[src/rtl/trivium_pkg.sv]
// Shared constants and FSM state type for the Trivium keystream sequencer.
package trivium_pkg;

    localparam int KEY_W           = 80;
    localparam int IV_W            = 80;
    localparam int STATE_W         = 288;
    localparam int INIT_CYCLES_DEF = 1152;

    typedef enum logic [2:0] {
        ST_IDLE,
        ST_LOAD,
        ST_WARMUP,
        ST_GEN,
        ST_HOLD,
        ST_DONE
    } ctrl_state_t;

endpackage

[src/rtl/trivium_word_packer.sv]
// Bit-serial to WORD_W-bit packer: bit i of the word is the i-th bit shifted in.
module trivium_word_packer #(
    parameter int WORD_W = 32
) (
    input  logic              clk,
    input  logic              reset,
    input  logic              clear,
    input  logic              shift_en,
    input  logic              pop,
    input  logic              bit_in,
    output logic [WORD_W-1:0] data,
    output logic              last_bit,
    output logic              full
);

    localparam int IDX_W = (WORD_W > 1) ? $clog2(WORD_W) : 1;

    logic [IDX_W-1:0] bit_idx;

    assign last_bit = (bit_idx == IDX_W'(WORD_W - 1));

    // Clear wins over shift so an abandoned word never leaves a stale full flag or index.
    always_ff @(posedge clk or negedge reset) begin
        if (!reset) begin
            data    <= '0;
            bit_idx <= '0;
            full    <= 1'b0;
        end else if (clear) begin
            bit_idx <= '0;
            full    <= 1'b0;
        end else begin
            if (pop) begin
                full <= 1'b0;
            end
            if (shift_en) begin
                data[bit_idx] <= bit_in;
                if (last_bit) begin
                    bit_idx <= '0;
                    full    <= 1'b1;
                end else begin
                    bit_idx <= bit_idx + IDX_W'(1);
                end
            end
        end
    end

endmodule

[src/rtl/trivium_stream_ctrl.sv]
// Sequencer: load, warm up and drain a Trivium core into WORD_W-bit words.
// Optional abort input enabled by defining TRIVIUM_CTRL_ABORT_EN.
module trivium_stream_ctrl
    import trivium_pkg::*;
#(
    parameter int WORD_W      = 32,
    parameter int LEN_W       = 16,
    parameter int INIT_CYCLES = INIT_CYCLES_DEF
) (
    input  logic              clk,
    input  logic              reset,
`ifdef TRIVIUM_CTRL_ABORT_EN
    input  logic              abort,
`endif
    input  logic              start_valid,
    output logic              start_ready,
    input  logic [KEY_W-1:0]  key,
    input  logic [IV_W-1:0]   iv,
    input  logic [LEN_W-1:0]  nwords,
    output logic              core_load,
    output logic [KEY_W-1:0]  core_key,
    output logic [IV_W-1:0]   core_iv,
    output logic              core_step,
    input  logic              core_z,
    output logic              ks_valid,
    input  logic              ks_ready,
    output logic [WORD_W-1:0] ks_data,
    output logic              ks_last,
    output logic              busy,
    output logic              done
);

    localparam int STEP_W = $clog2(INIT_CYCLES + 1);

    ctrl_state_t       state, state_d;
    logic [STEP_W-1:0] step_cnt;
    logic [LEN_W-1:0]  word_cnt;
    logic [LEN_W-1:0]  nwords_q;
    logic              accept;
    logic              abort_now;
    logic              last_word;
    logic              gen_shift;
    logic              hold_pop;
    logic              pk_last;

`ifdef TRIVIUM_CTRL_ABORT_EN
    assign abort_now = abort && (state != ST_IDLE);
`else
    assign abort_now = 1'b0;
`endif

    assign accept    = (state == ST_IDLE) && start_valid;
    assign last_word = (word_cnt == nwords_q - LEN_W'(1));
    assign ks_last   = ks_valid && last_word;

    always_ff @(posedge clk or negedge reset) begin
        if (!reset) begin
            state    <= ST_IDLE;
            step_cnt <= '0;
            word_cnt <= '0;
            nwords_q <= '0;
            core_key <= '0;
            core_iv  <= '0;
        end else begin
            state <= state_d;
            if (accept) begin
                core_key <= key;
                core_iv  <= iv;
                nwords_q <= nwords;
                word_cnt <= '0;
            end
            if (state == ST_LOAD) begin
                step_cnt <= '0;
            end else if (state == ST_WARMUP) begin
                step_cnt <= step_cnt + STEP_W'(1);
            end
            if (hold_pop && !abort_now) begin
                word_cnt <= word_cnt + LEN_W'(1);
            end
        end
    end

    // The core only steps in WARMUP and GEN, so a stalled HOLD freezes the stream.
    always_comb begin
        state_d     = state;
        start_ready = 1'b0;
        core_load   = 1'b0;
        core_step   = 1'b0;
        gen_shift   = 1'b0;
        hold_pop    = 1'b0;
        busy        = (state != ST_IDLE);
        done        = 1'b0;
        case (state)
            ST_IDLE: begin
                start_ready = 1'b1;
                if (start_valid) begin
                    state_d = (nwords == '0) ? ST_DONE : ST_LOAD;
                end
            end
            ST_LOAD: begin
                core_load = 1'b1;
                state_d   = ST_WARMUP;
            end
            ST_WARMUP: begin
                core_step = 1'b1;
                if (step_cnt == STEP_W'(INIT_CYCLES - 1)) begin
                    state_d = ST_GEN;
                end
            end
            ST_GEN: begin
                core_step = 1'b1;
                gen_shift = 1'b1;
                if (pk_last) begin
                    state_d = ST_HOLD;
                end
            end
            ST_HOLD: begin
                hold_pop = ks_ready;
                if (ks_ready) begin
                    state_d = last_word ? ST_DONE : ST_GEN;
                end
            end
            ST_DONE: begin
                done    = 1'b1;
                state_d = ST_IDLE;
            end
            default: state_d = ST_IDLE;
        endcase
        if (abort_now) begin
            state_d = ST_IDLE;
        end
    end

    trivium_word_packer #(
        .WORD_W(WORD_W)
    ) u_packer (
        .clk      (clk),
        .reset    (reset),
        .clear    (accept || abort_now),
        .shift_en (gen_shift),
        .pop      (hold_pop),
        .bit_in   (core_z),
        .data     (ks_data),
        .last_bit (pk_last),
        .full     (ks_valid)
    );

endmodule
[config.mk]
export PLATFORM = sky130hd
export DESIGN_NAME = trivium_stream_ctrl
export DESIGN_NICKNAME = d
export VERILOG_FILES = /design/src/rtl/trivium_pkg.sv /design/src/rtl/trivium_word_packer.sv /design/src/rtl/trivium_stream_ctrl.sv
export SDC_FILE = /design/constraint.sdc
export NUM_CORES = 1
export LEC_CHECK = 0
export ABC_AREA = 1
export ABC_CLOCK_PERIOD_IN_PS = 1900
export BUFFER_PORTS_ARGS = -buffer_cell sky130_fd_sc_hd__buf_2
export CAP_MARGIN = 15
export CORE_MARGIN = 10
export CORE_UTILIZATION = 40
export DETAILED_ROUTE_END_ITERATION = 8
export PLACE_DENSITY = 0.66
export SLEW_MARGIN = 20
export SYNTH_ARGS = -nofsm -noshare
export SYNTH_HDL_FRONTEND = slang
export SYNTH_SLANG_ARGS = --single-unit
export TNS_END_PERCENT = 10
[constraint.sdc]
create_clock -name clk -period 1.9 [get_ports clk]
set_clock_uncertainty 0.1 [all_clocks]
set_input_delay 0.095 -clock clk [delete_from_list [all_inputs] [get_ports clk]]
set_output_delay 0.095 -clock clk [all_outputs]
set_load 0.03 [all_outputs]
==> After elaboration in Yosys (flattened, before gate mapping) <==
Cells that the tools add are included.
{ "word_totals": {"reg_bits": 244, "in_bits": 181, "output_inout_bits": 199, "wordCells": 67} }
{ "op_classes": {"addsub": 4, "n_lt_le_gt_ge": 2, "n_eq_ne": 12, "muxes": 27, "n_bitwise": 1, "n_reduce_logical": 12} }
{ "ops": {"columns": ["op", "count"], "rows": [
  ["32-bit bitwise mux", 1],
  ["16-bit 2-to-1 mux", 2],
  ["11-bit 2-to-1 mux", 2],
  ["3-bit 2-to-1 mux", 6],
  ["16-bit by 1-bit adder with 16-bit output, second input constant", 1],
  ["16-bit == test", 1],
  ["16-bit zero test", 1],
  ["16-bit by 1-bit subtractor with 16-bit output, second input constant", 1],
  ["5-bit 2-to-1 mux", 3],
  ["3-bit one-hot mux with 5 select lines", 1],
  ["11-bit by 1-bit adder with 11-bit output, second input constant", 1],
  ["11-bit == test, second input constant", 1],
  ["1-bit 2-to-1 mux", 11],
  ["3-bit by 2-bit == test with 1-bit output, second input constant", 2],
  ["3-bit == test, second input constant", 2],
  ["5-bit by 6-bit less-than comparator with 1-bit output, second input constant", 1],
  ["2-bit != test, second input constant", 3],
  ["2-bit nonzero test", 3],
  ["5-bit by 1-bit adder with 5-bit output, second input constant", 1],
  ["1-bit demux with 5-bit select", 1],
  ["5-bit == test, second input constant", 1],
  ["5-bit by 1-bit greater-or-equal comparator with 1-bit output, second input constant", 1],
  ["4-bit AND reduction", 1],
  ["3-bit by 1-bit == test with 1-bit output, second input constant", 1],
  ["other kinds (7)", 9]
]} }

==> Logic depth before layout (Yosys ltp) <==
{ "depth": {"depth_word": 6, "depth_mapped": 16, "depth_no_buf": 16} }

==> Cells and area by module <==
A second synthesis with hierarchy kept.
{ "hier_totals": {"hier_cells": 1316, "area_unflattened_um2": 10775.3} }
{ "by_module_without_submodules": {"columns": ["mod", "n_inst", "cells_each", "area_per_inst_um2", "seq_area_each_um2"], "rows": [
  ["trivium_stream_ctrl", 1, 1109, 9007.4, 5154.9],
  ["trivium_word_packer", 1, 207, 1767.9, 950.9]
]} }

==> Worst setup path after synthesis <==
Ideal clock, no wire load.
{ "synth_path": {"kind": "register -> output", "from": "register nwords_q[0]", "to": "output ks_last", "t_arrival_ns": 2.083, "t_required_ns": 1.705, "slack_ns": -0.378, "stages_incl_launch_ff": 10, "path_buffers": 0, "cell_sequence": "dfrtp_1 -> inv_1 -> ha_1 -> nand2_1 -> nor2_2 -> xor2_1 -> nand4_1 -> nor2_1 -> nand2_1 -> nor3_1"} }
{ "synth_via": {"elab_chain_cells": 3} }
{ "synth_lines": {"columns": ["item", "line_no", "source"], "rows": [
  ["start: declaration", "trivium_stream_ctrl.sv:38", "logic [LEN_W-1:0] nwords_q;"],
  ["start signal: assignment", "trivium_stream_ctrl.sv:69", "nwords_q <= nwords;"],
  ["16-bit by 1-bit subtractor with 16-bit output", "trivium_stream_ctrl.sv:53", "assign last_word = (word_cnt == nwords_q - LEN_W'(1));"],
  ["16-bit == test", "trivium_stream_ctrl.sv:53", null],
  ["1-bit logical AND", "trivium_stream_ctrl.sv:54", "assign ks_last = ks_valid && last_word;"],
  ["end: declaration", "trivium_stream_ctrl.sv:28", "output logic ks_last,"]
]} }
Every way passes these cells.

==> Worst setup path in the final report <==
{ "layout_path": {"from": "register nwords_q[1]", "to": "output ks_last"} }
The elaborated chain is that of the path after synthesis.

==> results_dict.tcl <==
set metrics [dict create \
    post-place-ws_ns -0.208 \
    hold_violations 0 \
    worst_pin_slew_ns 0.437 \
    cp_top_family "simple AND/OR/NAND/NOR gates" \
    reg2regPathDepth 20 \
    seq_area_frac_synth_pct 58.2 \
    syn2layout_area_growth_pct 59.1 \
    critPathMaxStageDelay_ns 0.39 \
    synth_fa_ha_area_share_pct 0.955 \
    die_area_um2 33100 \
    drc_errors 0 \
    cp_max_fo 7 \
    synthArstFlopShare_pct 100 \
    synth_area_leaders "dfrtp_1, nand2_1, inv_1" \
    synth-main-ff-cell "dfrtp_1" \
    final_cell_mix "nand2_1, buf_2, dfrtp_1" \
    clockRootBuffer "clkbuf_16" \
    crit_type "register to output pin" \
    post-route-period-util_pct 130 \
    ant_nets 0 \
    slew_viol_final 0 \
    finalCriticalPeriod_ns 2.47 \
    grt_pass1_wl_mm 61.2 \
    cts_tree "yes" \
    synth_mux_area_share_pct 0.0955 \
    std_cell_rows 59 \
    grt_pass1_vias 11700 \
    final_nets 2078 \
    final_util_pct 64.4 \
    place.gp.congestion 0.841 \
    antenna_found_initial 8 \
    p_total_mw 27.3 \
    synth_top_cell_by_area "dfrtp_1" \
    drt_iter0_markers 808 \
    peakVddDrop_v 0.00126 \
    path_buf_inv 3 \
    drive_gt1_share_pct 30.7 \
    final_common_cell "nand2_1" \
    grt_start_max_net_pins 76 \
    netlist_instances 1242 \
    rsz0062_at_grt "yes" \
    synth_compound_area_share_pct 6.54 \
    p_leak_nw 8.83 \
    setup_violations 3 \
    htree_num_levels 1 \
    clk_latency_ns 0.54 \
    setup.worst_path.end_class "output pin" \
    overflow 0 \
    avgRoutedWirePerCell_um 17.7 \
    cts_buffers 28 \
    io_pins 380 \
    dr.pass1.iters 5 \
    syn_nets 1431 \
    worstSetupPathDepth 12 \
    hp-class "input port to register" \
    ys_types 38 \
    hpwl_mm 25.3 \
    yosys_warnings 0 \
    port_buffers 379 \
    violations "negative setup slack" \
    tns_ns -1.61 \
    die-width_um 182 \
    whs_path_depth 6 \
    synth_xor_xnor_area_share_pct 2.06 \
    postLayoutSetupSlackWorst_ns -0.568 \
    synth_top_family_by_area "simple AND/OR/NAND/NOR gates" \
    path_cells "buf_4 > nor2_4 > nand2_4 > nor2_2 > buf_6 > nand2_1 > nand3_1 > nand2_1 > nor2_1 > nand3_1 > nor3_2 > buf_4" \
    avgSynthCellArea_um2 8.44 \
    die_h_um 182 \
    cap_violations 0 \
    clkSinkCount 244 \
    max_freq_mhz 405 \
    synthSimpleGateAreaFrac_pct 27.7 \
    start_kind "register" \
    wirelength_mm 40.0 \
    worstPathArrival_ns 2.27 \
    status "finished with violations" \
    powerDensity_nw_per_um2 1640 \
    grt_usage_pct 22.5 \
    synth_seq_cells 244 \
    synth_top_area_share_pct 58.2 \
    slew_headroom_pct 70.9 \
    clkSlewWorstSetupHoldPaths_ns 0.06 \
    clockBufferDepth 3 \
    via_per_inst 4.88 \
    start_util_pct 40.5 \
    critPathRequiredTime_ns 1.70 \
    slowest_stage "dfrtp_1" \
    coreArea_um2 25900 \
    num_vias 11000 \
    syn_area_um2 10500 \
    synth-edff-count 0 \
]
## worst register-to-register path, cell delays in order (launching register included)
cell     delay, ns
dfrtp_1       0.39
buf_4         0.15
nor2_4        0.12
nand2_4       0.08
nor2_4        0.14
xor2_2        0.20
buf_4         0.15
buf_4         0.09
buf_4         0.09
buf_4         0.09
buf_4         0.09
buf_4         0.09
inv_1         0.03
nor2_1        0.09
nand2_1       0.06
nor2_2        0.12
nand2_1       0.06
nand2_1       0.05
nand2_1       0.04
nand2_1       0.06
nand2_1       0.04
## registers in the layout, indices dropped and copies added, names as in the netlist
register and cells:
core_iv 80, core_key 80, nwords_q 16, state 3, step_cnt 11, u_packer.bit_idx 5
u_packer.data 32, u_packer.full 1, word_cnt 16
## path summary, 6_finish.rpt
| path | slack, ns | startpoint | to |
|---|---|---|---|
| setup reg to reg | -0.55 | nwords_q[1] | state[1] |
| hold / removal | 0.10 | start_valid | state[1] |
| setup / recovery | -0.57 | nwords_q[1] | ks_last |
| min in group asynchronous | 0.51 | reset | step_cnt[9] |
| max in group asynchronous | 0.48 | reset | core_key[58] |
| hold reg to reg | 0.36 | core_key[1] | core_key[1] |
## cells by family (layout without fill, tap and decap cells)
family          count (synthesis)  count (layout)
compound gates                124             124
xor+xnor                       23              23
fa+ha+maj                       8               8
buf+inv                       116             784
flops                         244             244
mux                             1               1
other cells                     0               9
simple gates                  726             726
## cell type report
class,count,area (um^2)
tap,335,419
clock buffer,37,786
fill,1996,9230
multi-input combinational,882,4120
antenna,9,22.5
clock inverter,14,160
timing repair buffer,665,4810
sequential,244,6110
inverter,68,260
## stage by stage
| step | instances | cell area [um^2] | hold WS (ns) |
|---|---|---|---|
| final | 2254 | 16700 | 0.105 |
| after global routing | 2254 | 16700 | 0.131 |
| after detailed placement | 1981 | 13300 | -0.0412 |
| after global placement | 1981 | 13300 | -0.0454 |
| after CTS | 2225 | 16200 | 0.0203 |
| after floorplan | 1242 | 10500 | -0.301 |
## power by group
group	total, mW	switching, mW	internal [mW]
registers	8.35	1.22	7.13
clock network	5.56	2.24	3.32
logic	13.4	8.79	4.60
total	27.3	12.3	15.0
## Yosys cell counts, types with 2 or more instances
| cell type | count |
|---|---|
| o21ai_0 | 35 |
| and2_1 | 2 |
| clkinv_1 | 2 |
| nor3_2 | 2 |
| nor2_1 | 49 |
| nor2_2 | 5 |
| nand2_1 | 601 |
| buf_4 | 3 |
| ha_1 | 8 |
| nand3_1 | 26 |
| xor2_1 | 10 |
| o22ai_1 | 7 |
| nor2_4 | 3 |
| buf_1 | 6 |
| nor3_1 | 17 |
| a21oi_1 | 45 |
| a21boi_0 | 2 |
| nand4_1 | 5 |
| clkbuf_1 | 31 |
| a31oi_1 | 31 |
| nor4_1 | 4 |
| inv_1 | 65 |
| buf_2 | 8 |
| xnor2_1 | 12 |
| dfrtp_1 | 244 |
| nand3b_1 | 7 |
## repair_timing
item	CTS	global route
pin swaps	5	20
endpoints found under the hold margin	449	0
gates cloned	0	5
setup buffers	13	17
hold buffers	180	0
gates resized for setup	9	52
setup endpoints to repair	4	195
## per-layer routing
metal / wire, um / global-route usage, %
met1: 14500 / 24.3
met3: 3130 / 6.70
met4: 2120 / 12.1
met5: 0 / 0
met2: 20200 / 39.0
Note: power is estimated with default switching activity, not from simulation.
